==> config.mk <==
export PLATFORM = sky130hd
export DESIGN_NAME = seq_detector_param
export DESIGN_NICKNAME = d
export VERILOG_FILES = /design/src/rtl/seq_detector_param.sv
export SDC_FILE = /design/constraint.sdc
export NUM_CORES = 1
export LEC_CHECK = 0
export ABC_AREA = 1
export CAP_MARGIN = 40
export CELL_PAD_IN_SITES_DETAIL_PLACEMENT = 1
export CELL_PAD_IN_SITES_GLOBAL_PLACEMENT = 1
export CORE_MARGIN = 4
export CORE_UTILIZATION = 40
export CTS_CLUSTER_SIZE = 8
export DETAILED_ROUTE_END_ITERATION = 8
export PLACE_DENSITY = 0.92
export SKIP_LAST_GASP = 1
export SLEW_MARGIN = 20
export SYNTH_ARGS = -nofsm -noshare
export SYNTH_HDL_FRONTEND = slang
export SYNTH_SLANG_ARGS = --single-unit
==> constraint.sdc <==
create_clock -name clk -period 4.3 [get_ports clk]
set_input_delay 0.645 -clock clk [delete_from_list [all_inputs] [get_ports clk]]
set_output_delay 0.645 -clock clk [all_outputs]
set_load 0.01 [all_outputs]
==> src/rtl/seq_detector_param.sv <==
// seq_detector_param
// Moore detector for a runtime-programmable serial pattern of 1..PAT_W bits.
// It supports overlapping or non-overlapping matching and keeps a saturating
// count of matches.
//
// Ports
//   clk          : clock; all state changes on the rising edge
//   rst          : synchronous active-high reset; loads RST_PAT/RST_LEN/RST_OVL
//   inp          : serial data bit, taken only when in_valid is high
//   in_valid     : sample qualifier
//   cfg_load     : one-cycle strobe; latches cfg_pat/cfg_len/cfg_ovl and clears
//                  the history, the match flag and the counter
//   cfg_pat      : pattern, bit [len-1] arrives first and bit [0] arrives last
//   cfg_len      : pattern length; 0 is stored as 1, >PAT_W is stored as PAT_W
//   cfg_ovl      : 1 = overlapping detection, 0 = non-overlapping
//   outp         : registered match flag (Moore)
//   match_count  : saturating match counter
//   count_sat    : high while match_count is all ones
module seq_detector_param #(
  parameter int               PAT_W   = 8,
  parameter int               LEN_W   = 4,
  parameter int               CNT_W   = 8,
  parameter logic [PAT_W-1:0] RST_PAT = 8'b0000_1010,
  parameter int               RST_LEN = 4,
  parameter logic             RST_OVL = 1'b1
) (
  input  logic             clk,
  input  logic             rst,
  input  logic             inp,
  input  logic             in_valid,
  input  logic             cfg_load,
  input  logic [PAT_W-1:0] cfg_pat,
  input  logic [LEN_W-1:0] cfg_len,
  input  logic             cfg_ovl,
  output logic             outp,
  output logic [CNT_W-1:0] match_count,
  output logic             count_sat
);

  localparam logic [LEN_W-1:0] PAT_W_L = LEN_W'(PAT_W);

  function automatic logic [LEN_W-1:0] clamp_len(input logic [LEN_W-1:0] len);
    if (len == '0)          return LEN_W'(1);
    else if (len > PAT_W_L) return PAT_W_L;
    else                    return len;
  endfunction

  function automatic logic [CNT_W-1:0] sat_inc(input logic [CNT_W-1:0] c);
    if (&c) return c;
    else    return c + CNT_W'(1);
  endfunction

  // Configuration registers
  logic [PAT_W-1:0] pat_q, pat_d;
  logic [LEN_W-1:0] len_q, len_d;
  logic             ovl_q, ovl_d;

  // Detector state. The oldest history bit would be shifted out before it
  // could take part in a comparison, so only PAT_W-1 past bits are stored.
  // Together with the incoming bit they form the full PAT_W-bit window.
  logic [PAT_W-2:0] hist_q, hist_d;
  logic [LEN_W-1:0] seen_q, seen_d;
  logic             match_q, match_d;
  logic [CNT_W-1:0] cnt_q, cnt_d;

  logic [PAT_W-1:0] window;
  logic [PAT_W-1:0] mask;
  logic [LEN_W-1:0] seen_inc;
  logic             hit;

  // State register
  always_ff @(posedge clk) begin
    if (rst) begin
      pat_q   <= RST_PAT;
      len_q   <= clamp_len(LEN_W'(RST_LEN));
      ovl_q   <= RST_OVL;
      hist_q  <= '0;
      seen_q  <= '0;
      match_q <= 1'b0;
      cnt_q   <= '0;
    end else begin
      pat_q   <= pat_d;
      len_q   <= len_d;
      ovl_q   <= ovl_d;
      hist_q  <= hist_d;
      seen_q  <= seen_d;
      match_q <= match_d;
      cnt_q   <= cnt_d;
    end
  end

  // Next-state logic
  always_comb begin
    window = {hist_q, inp};

    // Only the low len bits of the window take part in the comparison.
    mask = '0;
    for (int i = 0; i < PAT_W; i++) begin
      mask[i] = (LEN_W'(i) < len_q);
    end

    // seen saturates at PAT_W; the explicit test avoids wrapping when PAT_W
    // equals 2^LEN_W-1.
    seen_inc = (seen_q == PAT_W_L) ? PAT_W_L : seen_q + LEN_W'(1);
    hit      = ((window & mask) == (pat_q & mask)) && (seen_inc >= len_q);

    pat_d   = pat_q;
    len_d   = len_q;
    ovl_d   = ovl_q;
    hist_d  = hist_q;
    seen_d  = seen_q;
    match_d = match_q;
    cnt_d   = cnt_q;

    if (cfg_load) begin
      // A sample presented together with the load is dropped.
      pat_d   = cfg_pat;
      len_d   = clamp_len(cfg_len);
      ovl_d   = cfg_ovl;
      hist_d  = '0;
      seen_d  = '0;
      match_d = 1'b0;
      cnt_d   = '0;
    end else if (in_valid) begin
      hist_d  = window[PAT_W-2:0];
      match_d = hit;
      // Non-overlap: forget the bits of a completed match so none is reused.
      seen_d  = (hit && !ovl_q) ? '0 : seen_inc;
      if (hit) cnt_d = sat_inc(cnt_q);
    end
  end

  // Output logic
  always_comb begin
    outp        = match_q;
    match_count = cnt_q;
    count_sat   = &cnt_q;
  end

endmodule

# After elaboration in Yosys (flattened, before gate mapping)
# Cells that the tools add are included.
[totals]
inputBits = 18
wordCells = 35
ff_bits = 33
out_inout_bits = 10
[op_classes]
n_lt_le_gt_ge = 10
n_bitwise = 3
muxes = 4
reduce_logical = 7
n_eq_ne = 2
add_sub_neg = 2
[ops]
columns = ["operator", "count"]
rows = [
  ["$and 8x8->8", 2],
  ["$lt 3x4->1 const A", 4],
  ["$mux 4", 4],
  ["$add 8x1->8 const B", 1],
  ["$eq 8x8->1", 1],
  ["$lt 1x4->1 const A", 2],
  ["$lt 2x4->1 const A", 2],
  ["$reduce_and 8->1", 1],
  ["$add 4x1->4 const B", 1],
  ["$eq 4x4->1 const B", 1],
  ["$ge 4x4->1", 1],
  ["$gt 4x4->1 const B", 1],
  ["$logic_not 4->1", 1],
  ["$reduce_and 3->1", 1],
  ["$logic_and 1x1->1", 2],
  ["$reduce_or 2->1", 1],
  ["$logic_not 1->1", 1],
  ["$not 1->1", 1],
]

# Logic depth before layout (Yosys ltp)
[logic_depth]
word_depth = 6
depth_mapped = 14
ltp_nobuf = 14

# Least setup slack after synthesis
# Ideal clock, no wire load.
[synth_timing]
path_type = "register to register"
startpoint = "register seen_q[0]"
endpoint = "register seen_q[0]"
arrival_ps = 1732
setup_ps = 70
setup_slack_ps = 2498
stages_incl_launch_ff = 15
required_time_ps = 4230
path_buffers = 1
synth_period_minus_slack_ps = 1802
cell_sequence = "dfxtp_1 inv_1 ha_1 nand2_1 nand3_1 o21ai_0 ha_1 nand2_1 inv_1 o21ai_0 nand3_1 buf_2 nand3_2 nand2_1 a21oi_1"
[synth_between]
elab_chain_len = 6
word_cells_on_any_way = 7
classes_between = "add/sub (1); order compare (1); eq/ne (1); mux (2); reduce/logical (2)"
[synth_lines]
columns = ["element", "line_no", "text"]
rows = [
  ["from (decl)", "62", "logic [LEN_W-1:0] seen_q, seen_d;"],
  ["from (signal assigned)", "86", "seen_q <= seen_d;"],
  ["$add 4x1->4 or $eq 4x4->1 (tied branches)", "104", "seen_inc = (seen_q == PAT_W_L) ? PAT_W_L : seen_q + LEN_W'(1);"],
  ["$mux 4 *", "104", ""],
  ["$ge 4x4->1", "105", "hit = ((window & mask) == (pat_q & mask)) && (seen_inc >= len_q);"],
  ["$logic_and 1x1->1", "105", ""],
  ["$logic_and 1x1->1", "128", "seen_d = (hit && !ovl_q) ? '0 : seen_inc;"],
  ["$mux 4 *", "128", ""],
]
# Mark *: on every way between the ends. The rest lies on a longest branch, timed or not.
# A chain may end at the register's enable or synchronous reset.

# Worst setup path after layout
[layout_timing]
startpoint = "register cnt_q[0], in the netlist match_count[0]"
endpoint = "output count_sat"
[layout_between]
elab_chain_len = 1
[layout_lines]
columns = ["element", "line_no", "text"]
rows = [
  ["from (decl)", "64", "logic [CNT_W-1:0] cnt_q, cnt_d;"],
  ["from (signal assigned)", "88", "cnt_q <= cnt_d;"],
  ["$reduce_and 8->1", "137", "count_sat = &cnt_q;"],
  ["to (decl)", "37", "output logic count_sat"],
]
# No other way between the ends.

==> flow_summary.toml <==
[power]
p_leak_nw = 0.934
power_uw = 640
p_per_area_nw_per_um2 = 300
ir_drop_v = 0.000147

[grt]
grt_util_all_layers_pct = 19.3
overflow = 0
antenna_found_initial = 0
grt_pass1_vias = 1842
grt_pass1_wl_mm = 8.16
grt_max_degree = 16

[placed_design]
hpwl_mm = 3.74
port-buffer-count = 27
routabilityCongestion = 0.933
placed_cells = 324
dp_slack_ns = 1.66
placed_area_sq_um = 2050

[sta]
hold_violations = 0
finalCritPeriodShare_pct = 59.7
rsz0062_at_grt = "no"
fin_skew_ns = 0.00713
fin_ws_ns = 1.73
setup_viol = 0
worst_hold_slack_ns = 0.468
tightest_slew_ns = 0.561
final_max_slew_viol_count = 0
fmax_mhz = 389
slew_headroom_pct = 62.4
setup_tns_ns = 0
finalCriticalPeriod_ns = 2.57

[floorplanning]
core_area_sq_um = 4120
die_x_um = 74.2
initial_core_util_pct = 42.6
pin_count = 28
die_y_um = 74.2
num_rows = 23
die_area_sq_um = 5510

[outcome]
status = "finished clean"

[finish]
instances_no_fill = 332
regArea_sq_um = 661
fin_util_pct = 51.8
design_area_sq_um = 2130
final_layout_size_suffix_gt1_share_pct = 7.09
n_fill_cell = 544
num_antenna_cells = 0
multi_input_area_sq_um = 918
nNetsFinal = 306
syn_to_final_growth_pct = 21.7

[cts]
clk_path_buf_depth = 2
clk_latency_ns = 0.29
path_clk_slew_ns = 0.07
clkSinkCount = 33
cts_tree = "yes"
cts_buffers = 5
cts_resized = 0
postCtsSetupRepairBufs = 0
cts-root-buf = "clkbuf_8"
h-tree-depth = 2
cts_hold_buf = 0

[detailed_routing]
dr.pass1.iters = 4
ant_nets = 0
wl_per_cell_um = 14.5
drt_iter0_markers = 56
viasPerCell = 5.33
vias = 1768
postRouteWirelength_mm = 4.82
drc = 0

[synthesis]
yosys-top-cells-count = "nand2_1, dfxtp_1, inv_1"
netlist_top_cells_area = "dfxtp_1, nand2_1, inv_1"
synthCells = 254
yosysUniqueCellTypes = 24
synth_area_sq_um = 1750
synthFlopType = "dfxtp_1"
synth_top_area_share_pct = 37.7
synthArstFlopShare_pct = 0
synth_edf_count = 0
ys_seq_area_share_pct = 37.7
ys_warn_count = 0
yosysMostFrequentCell = "nand2_1"
synth_nets = 279
ys_ff_latch = 33
synth_area_per_cell_sq_um = 6.90
synth.largest_area_cell = "dfxtp_1"

[critical_path]
crit_fanout = 5
cp-end-kind = "output port"
cp-start-kind = "flop"
criticalPathCategory = "reg -> out"
cp.required_ns = 3.65
arrival_ns = 1.92

[worst_hold_path]
hold_path_class = "reg -> reg"

[job]
drv_cap = 0
placed cells by master, fill, tap and decap left out, types with 3 or more instances in the layout:
cell and count:
nand3_1 9, a211oi_1 3, o21ai_0 20, nor2_1 28, inv_2 5, a21oi_1 23
nand4_1 9, clkbuf_8 5, dfxtp_1 33, xor2_1 4, clkdlybuf4s50_1 27, nand2_1 60
xnor2_1 3, inv_1 32, ha_1 7
worst paths after layout:
| path | depth (start not counted) | slack, ns | endpoint | start |
|---|---|---|---|---|
| min | 2 | 0.47 | outp | outp |
| min reg2reg | 2 | 0.47 | outp | outp |
| max reg2reg | 14 | 1.89 | match_count[0] | seen_q[0] |
| max | 4 | 1.73 | count_sat | match_count[0] |
kinds of logic (layout without fill, tap and decap cells):
logic type / Yosys count / count (layout) / share of synthesized area, %
xor+xnor: 7 / 7 / 3.50
fa+ha+maj: 7 / 7 / 5.00
flops: 33 / 33 / 37.7
buf+inv: 44 / 72 / 9.92
simple gates: 115 / 115 / 29.6
compound gates: 48 / 48 / 14.3
worst max-delay path, cell delays in order (launching register included):
cell and delay (ns):
dfxtp_1 0.41, ha_1 0.24, nand3_1 0.17, nor4_4 0.22
clkdlybuf4s50_1 0.60
power by group:
group          internal [mW]  switching (mW)  total (mW)  leakage, nW
combinational         0.0344          0.0539      0.0883        0.619
sequential             0.317         0.00912       0.326        0.270
clock                  0.112           0.114       0.226       0.0450
layer usage:
metal | part of all wire, % | GRT usage (%)
met1 | 44 | 22.7
met2 | 50 | 33.7
met3 | 3.7 | 4.46
met4 | 1.8 | 8.05
met5 | 0 | 0
flip-flops by register name (all words and copies together), names as in the netlist:
register,count
hist_q,7
match_count,8
pat_q,8
ovl_q,1
outp,1
len_q,4
seen_q,4
cell type report:
| cell class | count | area share (%) |
|---|---|---|
| Inverter | 37 | 6.51 |
| Timing Repair Buffer | 27 | 12.7 |
| Sequential cell | 33 | 31.0 |
| Multi-Input combinational cell | 177 | 43.0 |
| Clock inverter | 2 | 0.469 |
| Clock buffer | 6 | 3.40 |
| Tap cell | 50 | 2.93 |
Note: power is estimated with default switching activity, not from simulation.
